$ cat config.mk
export PLATFORM = sky130hd
export DESIGN_NAME = lane_wb_ctrl
export DESIGN_NICKNAME = d
export VERILOG_FILES = /design/src/rtl/vect_pkg.sv /design/src/rtl/lane_wb_tag_pipe.sv /design/src/rtl/lane_wb_ctrl.sv
export SDC_FILE = /design/constraint.sdc
export NUM_CORES = 1
export LEC_CHECK = 0
export ABC_AREA = 1
export ABC_CLOCK_PERIOD_IN_PS = 2020
export CORE_MARGIN = 3
export CORE_UTILIZATION = 43
export DETAILED_ROUTE_END_ITERATION = 16
export PLACE_DENSITY = 0.76
export SETUP_SLACK_MARGIN = 0.3
export SYNTH_ARGS = -nofsm -noshare
export SYNTH_HDL_FRONTEND = slang
export SYNTH_SLANG_ARGS = --single-unit
export TNS_END_PERCENT = 1
$ cat constraint.sdc
create_clock -name clk_i -period 2.02 [get_ports clk_i]
set_clock_uncertainty 0.05 [all_clocks]
set_input_delay 0.404 -clock clk_i [delete_from_list [all_inputs] [get_ports clk_i]]
set_output_delay 0.404 -clock clk_i [all_outputs]
set_load 0.03 [all_outputs]
$ cat src/rtl/vect_pkg.sv
// Shared tag type and latency helper for the vector lane write-back controller.
package vect_pkg;

  localparam int MAX_REG_W  = 8;
  localparam int MAX_ELEM_W = 8;

  // Tag fields are sized for the widest supported lane; the top casts to its own widths.
  typedef struct packed {
    logic                  valid;
    logic [MAX_REG_W-1:0]  vd;
    logic [MAX_ELEM_W-1:0] elem;
    logic                  we;
  } wb_tag_t;

  function automatic int mul_lat(input int pipe_st);
    return pipe_st - 1;
  endfunction

endpackage

$ cat src/rtl/lane_wb_tag_pipe.sv
// Fixed-depth tag delay line that shadows the multiplier pipe and exposes
// per-cycle destination-register hits against two source indices.
module lane_wb_tag_pipe
  import vect_pkg::*;
#(
  parameter int DEPTH = 4
) (
  input  logic                 clk_i,
  input  logic                 resetn_i,
  input  logic                 clear_i,
  input  wb_tag_t              in_tag_i,
  input  logic [MAX_REG_W-1:0] src1_i,
  input  logic [MAX_REG_W-1:0] src2_i,
  output wb_tag_t              out_tag_o,
  output logic                 any_valid_o,
  output logic                 src1_hit_o,
  output logic                 src2_hit_o
);

  wb_tag_t stage_q [DEPTH];
  wb_tag_t stage_d [DEPTH];

  always_comb begin
    stage_d[0] = clear_i ? '0 : in_tag_i;
    for (int i = 1; i < DEPTH; i++) begin
      stage_d[i] = clear_i ? '0 : stage_q[i-1];
    end
  end

  always_ff @(posedge clk_i or negedge resetn_i) begin
    if (!resetn_i) begin
      for (int i = 0; i < DEPTH; i++) begin
        stage_q[i] <= '0;
      end
    end else begin
      for (int i = 0; i < DEPTH; i++) begin
        stage_q[i] <= stage_d[i];
      end
    end
  end

  always_comb begin
    any_valid_o = 1'b0;
    src1_hit_o  = 1'b0;
    src2_hit_o  = 1'b0;
    for (int i = 0; i < DEPTH; i++) begin
      if (stage_q[i].valid) begin
        any_valid_o = 1'b1;
        if (stage_q[i].vd == src1_i) src1_hit_o = 1'b1;
        if (stage_q[i].vd == src2_i) src2_hit_o = 1'b1;
      end
    end
  end

  assign out_tag_o = stage_q[DEPTH-1];

endmodule

$ cat src/rtl/lane_wb_ctrl.sv
// Vector lane write-back controller: shares one result bus between ALU and MUL ops.
// Optional feature macro: LANE_WB_FLUSH_EN adds flush_i, which drops all in-flight ops.
module lane_wb_ctrl
  import vect_pkg::*;
#(
  parameter int DATA_WIDTH = 32,
  parameter int PIPE_ST    = 5,
  parameter int REG_W      = 5,
  parameter int ELEM_W     = 3
) (
  input  logic                           clk_i,
  input  logic                           resetn_i,
`ifdef LANE_WB_FLUSH_EN
  input  logic                           flush_i,
`endif
  input  logic                           issue_valid_i,
  output logic                           issue_ready_o,
  input  logic                           issue_is_mul_i,
  input  logic [REG_W-1:0]               issue_vd_i,
  input  logic [REG_W-1:0]               issue_vs1_i,
  input  logic [REG_W-1:0]               issue_vs2_i,
  input  logic [ELEM_W-1:0]              issue_elem_i,
  input  logic                           issue_mask_en_i,
  input  logic [DATA_WIDTH-1:0]          alu_q_i,
  output logic                           alu_valid_o,
  output logic                           mul_en_o,
  output logic                           wb_valid_o,
  output logic                           wb_we_o,
  output logic [REG_W-1:0]               wb_vd_o,
  output logic [ELEM_W-1:0]              wb_elem_o,
  output logic [DATA_WIDTH-1:0]          wb_data_o,
  output logic [$clog2(PIPE_ST+1)-1:0]   inflight_cnt_o,
  output logic                           busy_o
);

  localparam int MUL_LAT = mul_lat(PIPE_ST);
  localparam int CNT_W   = $clog2(PIPE_ST+1);

  logic flush;
`ifdef LANE_WB_FLUSH_EN
  assign flush = flush_i;
`else
  assign flush = 1'b0;
`endif

  wb_tag_t               wb_tag_q, wb_tag_d;
  wb_tag_t               mul_tag, last_tag;
  logic [DATA_WIDTH-1:0] wb_data_q, wb_data_d;
  logic [CNT_W-1:0]      cnt_q, cnt_d;
  logic [MAX_REG_W-1:0]  src1, src2;
  logic                  pipe_busy, pipe_hit1, pipe_hit2;
  logic                  wb_hit, raw_stall, port_stall;
  logic                  fire, alu_fire, mul_fire;

  assign src1 = MAX_REG_W'(issue_vs1_i);
  assign src2 = MAX_REG_W'(issue_vs2_i);

  // A single write port: an ALU op cannot issue in the cycle a MUL result is on the bus.
  always_comb begin
    wb_hit        = wb_tag_q.valid && ((wb_tag_q.vd == src1) || (wb_tag_q.vd == src2));
    raw_stall     = pipe_hit1 || pipe_hit2 || wb_hit;
    port_stall    = !issue_is_mul_i && last_tag.valid;
    issue_ready_o = !flush && !raw_stall && !port_stall;
    fire          = issue_valid_i && issue_ready_o;
    alu_fire      = fire && !issue_is_mul_i;
    mul_fire      = fire && issue_is_mul_i;
  end

  always_comb begin
    mul_tag = '0;
    if (mul_fire) begin
      mul_tag.valid = 1'b1;
      mul_tag.vd    = MAX_REG_W'(issue_vd_i);
      mul_tag.elem  = MAX_ELEM_W'(issue_elem_i);
      mul_tag.we    = issue_mask_en_i;
    end
  end

  lane_wb_tag_pipe #(
    .DEPTH (MUL_LAT)
  ) u_tag_pipe (
    .clk_i       (clk_i),
    .resetn_i    (resetn_i),
    .clear_i     (flush),
    .in_tag_i    (mul_tag),
    .src1_i      (src1),
    .src2_i      (src2),
    .out_tag_o   (last_tag),
    .any_valid_o (pipe_busy),
    .src1_hit_o  (pipe_hit1),
    .src2_hit_o  (pipe_hit2)
  );

  // Masked-off ops still retire, but with the data forced to zero.
  always_comb begin
    wb_tag_d  = '0;
    wb_data_d = '0;
    if (last_tag.valid) begin
      wb_tag_d  = last_tag;
      wb_data_d = last_tag.we ? alu_q_i : '0;
    end else if (alu_fire) begin
      wb_tag_d.valid = 1'b1;
      wb_tag_d.vd    = MAX_REG_W'(issue_vd_i);
      wb_tag_d.elem  = MAX_ELEM_W'(issue_elem_i);
      wb_tag_d.we    = issue_mask_en_i;
      wb_data_d      = issue_mask_en_i ? alu_q_i : '0;
    end
    if (flush) begin
      wb_tag_d  = '0;
      wb_data_d = '0;
    end
  end

  always_comb begin
    cnt_d = cnt_q;
    if (flush) begin
      cnt_d = '0;
    end else if (fire && !wb_tag_q.valid) begin
      if (cnt_q != CNT_W'(PIPE_ST)) cnt_d = cnt_q + 1'b1;
    end else if (!fire && wb_tag_q.valid) begin
      if (cnt_q != '0) cnt_d = cnt_q - 1'b1;
    end
  end

  always_ff @(posedge clk_i or negedge resetn_i) begin
    if (!resetn_i) begin
      wb_tag_q  <= '0;
      wb_data_q <= '0;
      cnt_q     <= '0;
    end else begin
      wb_tag_q  <= wb_tag_d;
      wb_data_q <= wb_data_d;
      cnt_q     <= cnt_d;
    end
  end

  assign alu_valid_o    = alu_fire || last_tag.valid;
  assign mul_en_o       = mul_fire || pipe_busy;
  assign wb_valid_o     = wb_tag_q.valid;
  assign wb_we_o        = wb_tag_q.we;
  assign wb_vd_o        = REG_W'(wb_tag_q.vd);
  assign wb_elem_o      = ELEM_W'(wb_tag_q.elem);
  assign wb_data_o      = wb_data_q;
  assign inflight_cnt_o = cnt_q;
  assign busy_o         = (cnt_q != '0);

endmodule

==> results of run 1 <==
[synthesized netlist by cell type (5+ instances only)]
master	number	share of area
a21boi_1	19	0.039
a21boi_2	10	0.031
buf_2	7	0.0096
dfrtp_1	85	0.58
inv_1	48	0.049
nand2_1	121	0.12
nand3_1	14	0.019
nor2_1	33	0.034
o21ai_0	5	0.0069
o22ai_1	5	0.0086
xnor2_1	9	0.022
xor2_1	8	0.019
[report_power, final]
part / switching, mW / internal (mW) / total (mW) / leakage, nW
Combinational: 0.556 / 0.420 / 0.976 / 1.69
Clock: 0.640 / 0.627 / 1.27 / 0.109
Sequential: 0.0904 / 1.81 / 1.90 / 1.15
Total: 1.29 / 2.85 / 4.14 / 2.95
[cell type report]
cell class,instances,share of cell area
well taps,102,0.0233
multi-input cells,240,0.251
flip-flops and latches,85,0.389
clock buffers,10,0.0252
inverters,52,0.0357
repair buffers,157,0.261
clock inverters,6,0.0140
[flip-flops by register name, indices dropped and copies added (netlist names)]
name / cells
wb_data_o: 32
wb_vd_o: 5
wb_valid_o: 1
u_tag_pipe.stage_q: 30
wb_we_o: 1
wb_elem_o: 3
inflight_cnt_o: 3
u_tag_pipe.out_tag_o: 10
[timing repair]
item                                    in CTS  in global routing
resized for setup                           97                 21
endpoints found under the setup margin     104                 60
hold buffers                                 1                  0
buffers inserted                            17                  4
endpoints found under the hold margin       37                  0
pin swaps                                   13                  7
[cells in the final DEF (no fill, tap or decap), types with 8 or more instances in the layout]
| cell type | instances |
|---|---|
| a21boi_2 | 21 |
| nor2_1 | 29 |
| nand2_1 | 114 |
| a21boi_1 | 11 |
| buf_6 | 15 |
| xnor2_1 | 9 |
| dfrtp_1 | 85 |
| inv_1 | 41 |
| clkbuf_8 | 10 |
| inv_2 | 11 |
| xor2_1 | 8 |
| dlygate4sd2_1 | 49 |
| nand3_1 | 13 |
| buf_4 | 44 |
| clkdlybuf4s50_1 | 43 |
[per-layer routing]
metal | track usage | part of all wire | up-vias
li1 | - | - | 1502
met1 | 0.225 | 0.40 | 1455
met2 | 0.342 | 0.49 | 132
met3 | 0.0757 | 0.096 | 14
met4 | 0.0650 | 0.017 | 0
met5 | 0 | 0 | -
[kinds of logic (layout without fill, tap and decap cells)]
logic type | Yosys count | count (layout) | synth area share
AND/OR/NAND/NOR | 177 | 177 | 0.198
flip-flops | 85 | 85 | 0.584
buffers and inverters | 65 | 225 | 0.0755
AO/OA/AOI/OAI | 45 | 45 | 0.0962
XOR/XNOR | 17 | 17 | 0.0409
adder cells (fa/ha/maj) | 1 | 1 | 0.00549
[final timing paths]
| path | start | endpoint |
|---|---|---|
| max in group asynchronous | resetn_i | wb_data_o[3]$_DFF_PN0_ |
| min in group asynchronous | resetn_i | u_tag_pipe.out_tag_o[11]$_DFF_PN0_ |
| worst min register to register | u_tag_pipe.stage_q[18]$_DFF_PN0_ | u_tag_pipe.out_tag_o[0]$_DFF_PN0_ |
| worst min-delay path | u_tag_pipe.stage_q[18]$_DFF_PN0_ | u_tag_pipe.out_tag_o[0]$_DFF_PN0_ |
| worst max-delay path | issue_vs2_i[0] | alu_valid_o |
| worst max register to register | u_tag_pipe.out_tag_o[12]$_DFF_PN0_ | wb_vd_o[3]$_DFF_PN0_ |
[critical path, cell delays in order]
cell	delay, ns
dlygate4sd2_1	0.39
xor2_1	0.20
nor2_1	0.08
nand3_1	0.07
nand2_1	0.06
nand2_1	0.09
nand3_2	0.10
nor2_4	0.15
nand2_4	0.08
nor2_4	0.10
inv_2	0.06
nand2_4	0.06
buf_6	0.13
==> impl_metrics.py, run 1 <==
metrics = {
    "placed_design": {
        "post-dp-hpwl_mm": 6.69,
        "port_buffers": 103,
        "pre_cts_ws_ns": -0.783,
        "place_area_um2": 5000,
        "gp_congestion": 0.868,
        "dpl.cell_count": 614,
    },
    "clock_tree": {
        "cts_tree": "yes",
        "cts-htree-levels": 3,
        "cts_buffers": 9,
        "clockBufferDepth": 2,
        "cts.sinks": 85,
        "cts-root-buf": "clkbuf_8",
        "clk_latency_ns": 0.35,
        "path_clk_slew_ns": 0.08,
    },
    "logic_synthesis": {
        "syn_nets": 446,
        "ys_ff_latch": 85,
        "async_flop_share": 1.00,
        "synth.distinct_cells": 26,
        "yosysSeqAreaShare": 0.584,
        "synthCells": 390,
        "syn-cell-area_um2": 3640,
        "synth_flop_cell": "dfrtp_1",
        "synth-edff-count": 0,
        "synth_warnings": 0,
        "postSynthAreaPerCell_um2": 9.34,
    },
    "min_path": {
        "hold_path.class": "flip-flop to flip-flop",
        "whs_path_depth": 0,
    },
    "worst_setup_path": {
        "crit_arrival_ns": 1.97,
        "path_max_fanout": 7,
        "required_ns": 1.57,
        "endpoint_kind": "output pin",
        "cp-start-kind": "primary input",
        "r2r_cells": 16,
        "rrSetupSlack_ns": -0.22,
        "critPathKind": "primary input to output pin",
    },
    "detailed_routing": {
        "ant_nets": 0,
        "drc": 0,
        "via_per_inst": 4.76,
        "wl_per_cell_um": 14.3,
        "drtIter0Drc": 116,
        "wl_mm": 9.32,
        "num_vias": 3103,
        "drt_pass1_iterations": 4,
    },
    "floorplanning": {
        "dieArea_um2": 9610,
        "ios": 104,
        "coreArea_um2": 7970,
        "dieHeight_um": 98.1,
        "rows": 32,
        "initial_utilization": 0.457,
        "die_x_um": 98.1,
    },
    "final_layout": {
        "drive_gt1_frac": 0.245,
        "multi_input_area_um2": 1380,
        "regArea_um2": 2130,
        "num-nets-final": 601,
        "fill_cells": 636,
        "post-route-util": 0.686,
        "antenna_cells": 0,
        "syn2layout_area_growth_pct": 50.1,
        "layoutNonFillerInstCount": 652,
        "final_design_area_no_fill_um2": 5470,
    },
    "pwr": {
        "power_mw": 4.14,
        "ir_drop_mv": 0.490,
        "power_density_nw_per_um2": 757,
        "total_leakage_power_nw": 2.95,
    },
    "grt": {
        "grt_pass1_wl_mm": 15.1,
        "grt_max_degree": 40,
        "grt_pass1_vias": 3215,
        "antenna_found_initial": 0,
        "grt_usage": 0.198,
        "grt-ovfl-total": 0,
    },
    "sta": {
        "min_period_ns": 2.43,
        "fin_setup_tns_ns": -5.71,
        "setup_slack_ns": -0.406,
        "fmax_mhz": 412,
        "worst_slew_pin_slew_ns": 0.505,
        "hold_violations": 0,
        "hold_slack_ns": 0.306,
        "slew_headroom": 0.663,
        "period_share": 1.20,
        "setup_viol": 37,
        "maxSlewViolCount": 0,
        "rsz0062_at_grt": "yes",
    },
    "run_status": {
        "outcome": "complete, but fails checks",
        "violations": "negative setup slack",
    },
    "job": {
        "maxCapViolations": 0,
    },
}
(Power assumes the default switching activity.)
==> run 2, diff against run 1 <==
--- a/config.mk
+++ b/config.mk
@@ -5,12 +5,12 @@
 export SDC_FILE = /design/constraint.sdc
 export NUM_CORES = 1
 export LEC_CHECK = 0
-export ABC_AREA = 1
 export ABC_CLOCK_PERIOD_IN_PS = 2020
 export CORE_MARGIN = 3
-export CORE_UTILIZATION = 43
+export CORE_UTILIZATION = 42
 export DETAILED_ROUTE_END_ITERATION = 16
-export PLACE_DENSITY = 0.76
+export GPL_ROUTABILITY_DRIVEN = 0
+export PLACE_DENSITY = 0.75
 export SETUP_SLACK_MARGIN = 0.3
 export SYNTH_ARGS = -nofsm -noshare
 export SYNTH_HDL_FRONTEND = slang
==> run 2 against run 1 <==
Compared with the run above:
- the run still ends with negative setup slack left
- clock power fell by 9%
- register-to-register slack got worse by 0.33 ns
- first-iteration DRC count grew 27%
- setup slack lost 0.25 ns
- critical endpoint unchanged
- area after synthesis down 4.6%
- critical path depth decreased by 5
- final area is 7.6% lower
- sequential power is essentially flat
- non-clock buffer count is 7 lower
- critical path type is now flip-flop to output pin
==> impl_metrics.py, run 2 <==
metrics = {
    "logic_synthesis": {
        "syn_nets": 323,
        "postSynthAreaPerCell_um2": 13.0,
        "syn-cell-area_um2": 3480,
        "synth_area_leader_cell": "dfrtp_1",
        "async_flop_share": 1.00,
        "synth_flop_cell": "dfrtp_1",
        "ys_ff_latch": 85,
        "yosysMostFrequentCell": "dfrtp_1",
        "synthCells": 267,
        "ys_top_cells_by_count": "85 x dfrtp_1, 33 x nor2b_1, 31 x xor2_1",
        "synth-edff-count": 0,
        "yosysTopAreaCellShare": 0.612,
        "yosys-top-cells-area": "dfrtp_1 61%, xor2_1 7.8%, nor2b_1 5.9%",
        "synth.distinct_cells": 36,
        "yosysSeqAreaShare": 0.612,
        "synth_warnings": 0,
    },
    "detailed_routing": {
        "drtIter0Drc": 147,
        "wl_per_cell_um": 15.9,
        "via_per_inst": 4.75,
        "drt_pass1_iterations": 4,
        "maxUsedRoutingLayer": "met4",
        "wl_met2_mm": 3.88,
        "wl_met1_mm": 3.38,
        "wl_mm": 8.20,
        "ant_nets": 0,
        "drc": 0,
        "wl_met3_um": 831,
        "num_vias": 2448,
    },
    "worst_setup_path": {
        "cp-start-kind": "flip-flop",
        "crit_arrival_ns": 2.22,
        "required_ns": 1.57,
        "regToRegStartpoint": "u_tag_pipe.out_tag_o[13]$_DFF_PN0_",
        "crit_path_start": "u_tag_pipe.out_tag_o[13]$_DFF_PN0_",
        "path_max_fanout": 3,
        "rrSetupSlack_ns": -0.55,
        "critPathKind": "flip-flop to output pin",
        "endpoint_kind": "output pin",
    },
    "floorplanning": {
        "die_x_um": 97.0,
        "dieArea_um2": 9410,
        "rows": 32,
        "initial_utilization": 0.441,
        "dieHeight_um": 97.0,
        "ios": 104,
        "coreArea_um2": 7890,
    },
    "job": {
        "maxCapViolations": 0,
    },
    "sta": {
        "min_period_ns": 2.68,
        "period_share": 1.33,
        "hold_slack_ns": 0.302,
        "maxSlewViolCount": 0,
        "slew_headroom": 0.727,
        "worst_slew_pin_slew_ns": 0.410,
        "setup_slack_ns": -0.658,
        "setup_viol": 42,
        "fmax_mhz": 373,
        "fin_setup_tns_ns": -11.85,
        "hold_violations": 0,
        "rsz0062_at_grt": "yes",
    },
    "final_layout": {
        "mostFrequentLayoutCell": "dfrtp_1",
        "num-nets-final": 464,
        "antenna_cells": 0,
        "largest_register_ffs": 32,
        "drive_gt1_frac": 0.235,
        "syn2layout_area_growth_pct": 45.3,
        "mostFrequentLayoutCells": "84 x dfrtp_1, 46 x buf_4, 43 x clkdlybuf4s50_1, 43 x dlygate4sd2_1, 33 x nor2b_1",
        "final_design_area_no_fill_um2": 5050,
        "layoutNonFillerInstCount": 515,
        "fill_cells": 634,
    },
    "grt": {
        "grt_max_degree": 40,
        "antenna_found_initial": 0,
        "grt_usage": 0.181,
        "grt_pass1_wl_mm": 13.5,
        "grt-ovfl-total": 0,
        "grt_pass1_vias": 2676,
    },
    "min_path": {
        "hp-start": "u_tag_pipe.stage_q[54]$_DFF_PN0_",
        "hold_path.class": "flip-flop to flip-flop",
    },
    "clock_tree": {
        "cts-root-buf": "clkbuf_8",
        "clk_latency_ns": 0.34,
        "clockBufferDepth": 2,
        "path_clk_slew_ns": 0.09,
        "cts_buffers": 9,
        "cts_tree": "yes",
        "cts-htree-levels": 3,
        "cts.sinks": 85,
    },
    "placed_design": {
        "post-dp-hpwl_mm": 6.11,
        "place_area_um2": 4850,
        "port_buffers": 103,
        "dpl.cell_count": 495,
    },
    "pwr": {
        "power_mw": 4.11,
        "power_density_nw_per_um2": 814,
        "ir_drop_mv": 0.475,
        "total_leakage_power_nw": 2.59,
    },
    "run_status": {
        "outcome": "complete, but fails checks",
        "violations": "negative setup slack",
    },
}
==> run 2: changes by cell type after synthesis, moves of 19 or more <==
| cell | change |
|---|---|
| a21boi_1 | -19 |
| inv_1 | -43 |
| nor2b_1 | +33 |
| nor2_1 | -28 |
| nand2_1 | -112 |
| xor2_1 | +23 |
==> run 2: power breakdown <==
group	leakage (nW)	total [mW]	switching (mW)	internal [mW]
Sequential	1.15	1.87	0.0656	1.81
Clock	0.103	1.16	0.607	0.553
Combinational	1.34	1.08	0.566	0.512
==> run 2: path summary, 6_finish.rpt <==
check | end | cells past startpoint
worst max-delay path | alu_valid_o | 8
min in group asynchronous | u_tag_pipe.stage_q[47]$_DFF_PN0_ | 2
worst max register to register | inflight_cnt_o[2]$_DFFE_PN0P_ | 12
worst min register to register | u_tag_pipe.stage_q[36]$_DFF_PN0_ | 0
worst min-delay path | u_tag_pipe.stage_q[36]$_DFF_PN0_ | 0
max in group asynchronous | wb_data_o[21]$_DFF_PN0_ | 3
==> run 2: worst max-delay path: stages, from the launching register on <==
cell and delay (ns):
dfrtp_2 0.45, xnor2_1 0.17, nand3_1 0.12, o31ai_2 0.27, a221oi_2 0.12, and4_4 0.24, and2_4 0.14, or2_4 0.23
buf_6 0.14
==> run 2: logic make-up after synthesis <==
kind of cell | synth area share
flops | 0.612
simple gates | 0.144
xor+xnor | 0.128
buf+inv | 0.0515
compound gates | 0.0554
mux | 0.00288
fa+ha+maj | 0.00576
==> run 2: repair_timing <==
| action | CTS | global route |
|---|---|---|
| endpoints found under the setup margin | 104 | 63 |
| hold buffers | 1 | 0 |
| pin swaps | 11 | 7 |
| resized for setup | 79 | 18 |
| endpoints found under the hold margin | 28 | 0 |
| setup buffers | 3 | 0 |
==> run 2: layout make-up <==
cell class | instances | area [µm²] | area share
Clock buffer | 12 | 165 | 0.0327
Multi-Input combinational cell | 157 | 1220 | 0.243
Timing Repair Buffer | 150 | 1360 | 0.268
Inverter | 5 | 18.8 | 0.00372
Sequential cell | 85 | 2130 | 0.421
Tap cell | 102 | 128 | 0.0253
Clock inverter | 4 | 31.3 | 0.00619
==> run 2: metrics by stage <==
step                utilization  setup slack, ns
floorplan                     -           -0.475
global placement          0.615            -1.05
detailed placement        0.615            -1.05
CTS                       0.641           -0.650
global route              0.640           -0.769
finish                    0.640           -0.658
==> run 2: per-layer routing <==
metal | global-route usage | up-vias
li1 | - | 1164
met1 | 0.223 | 1182
met2 | 0.289 | 95
met3 | 0.0757 | 7
met4 | 0.0605 | 0
met5 | 0 | -
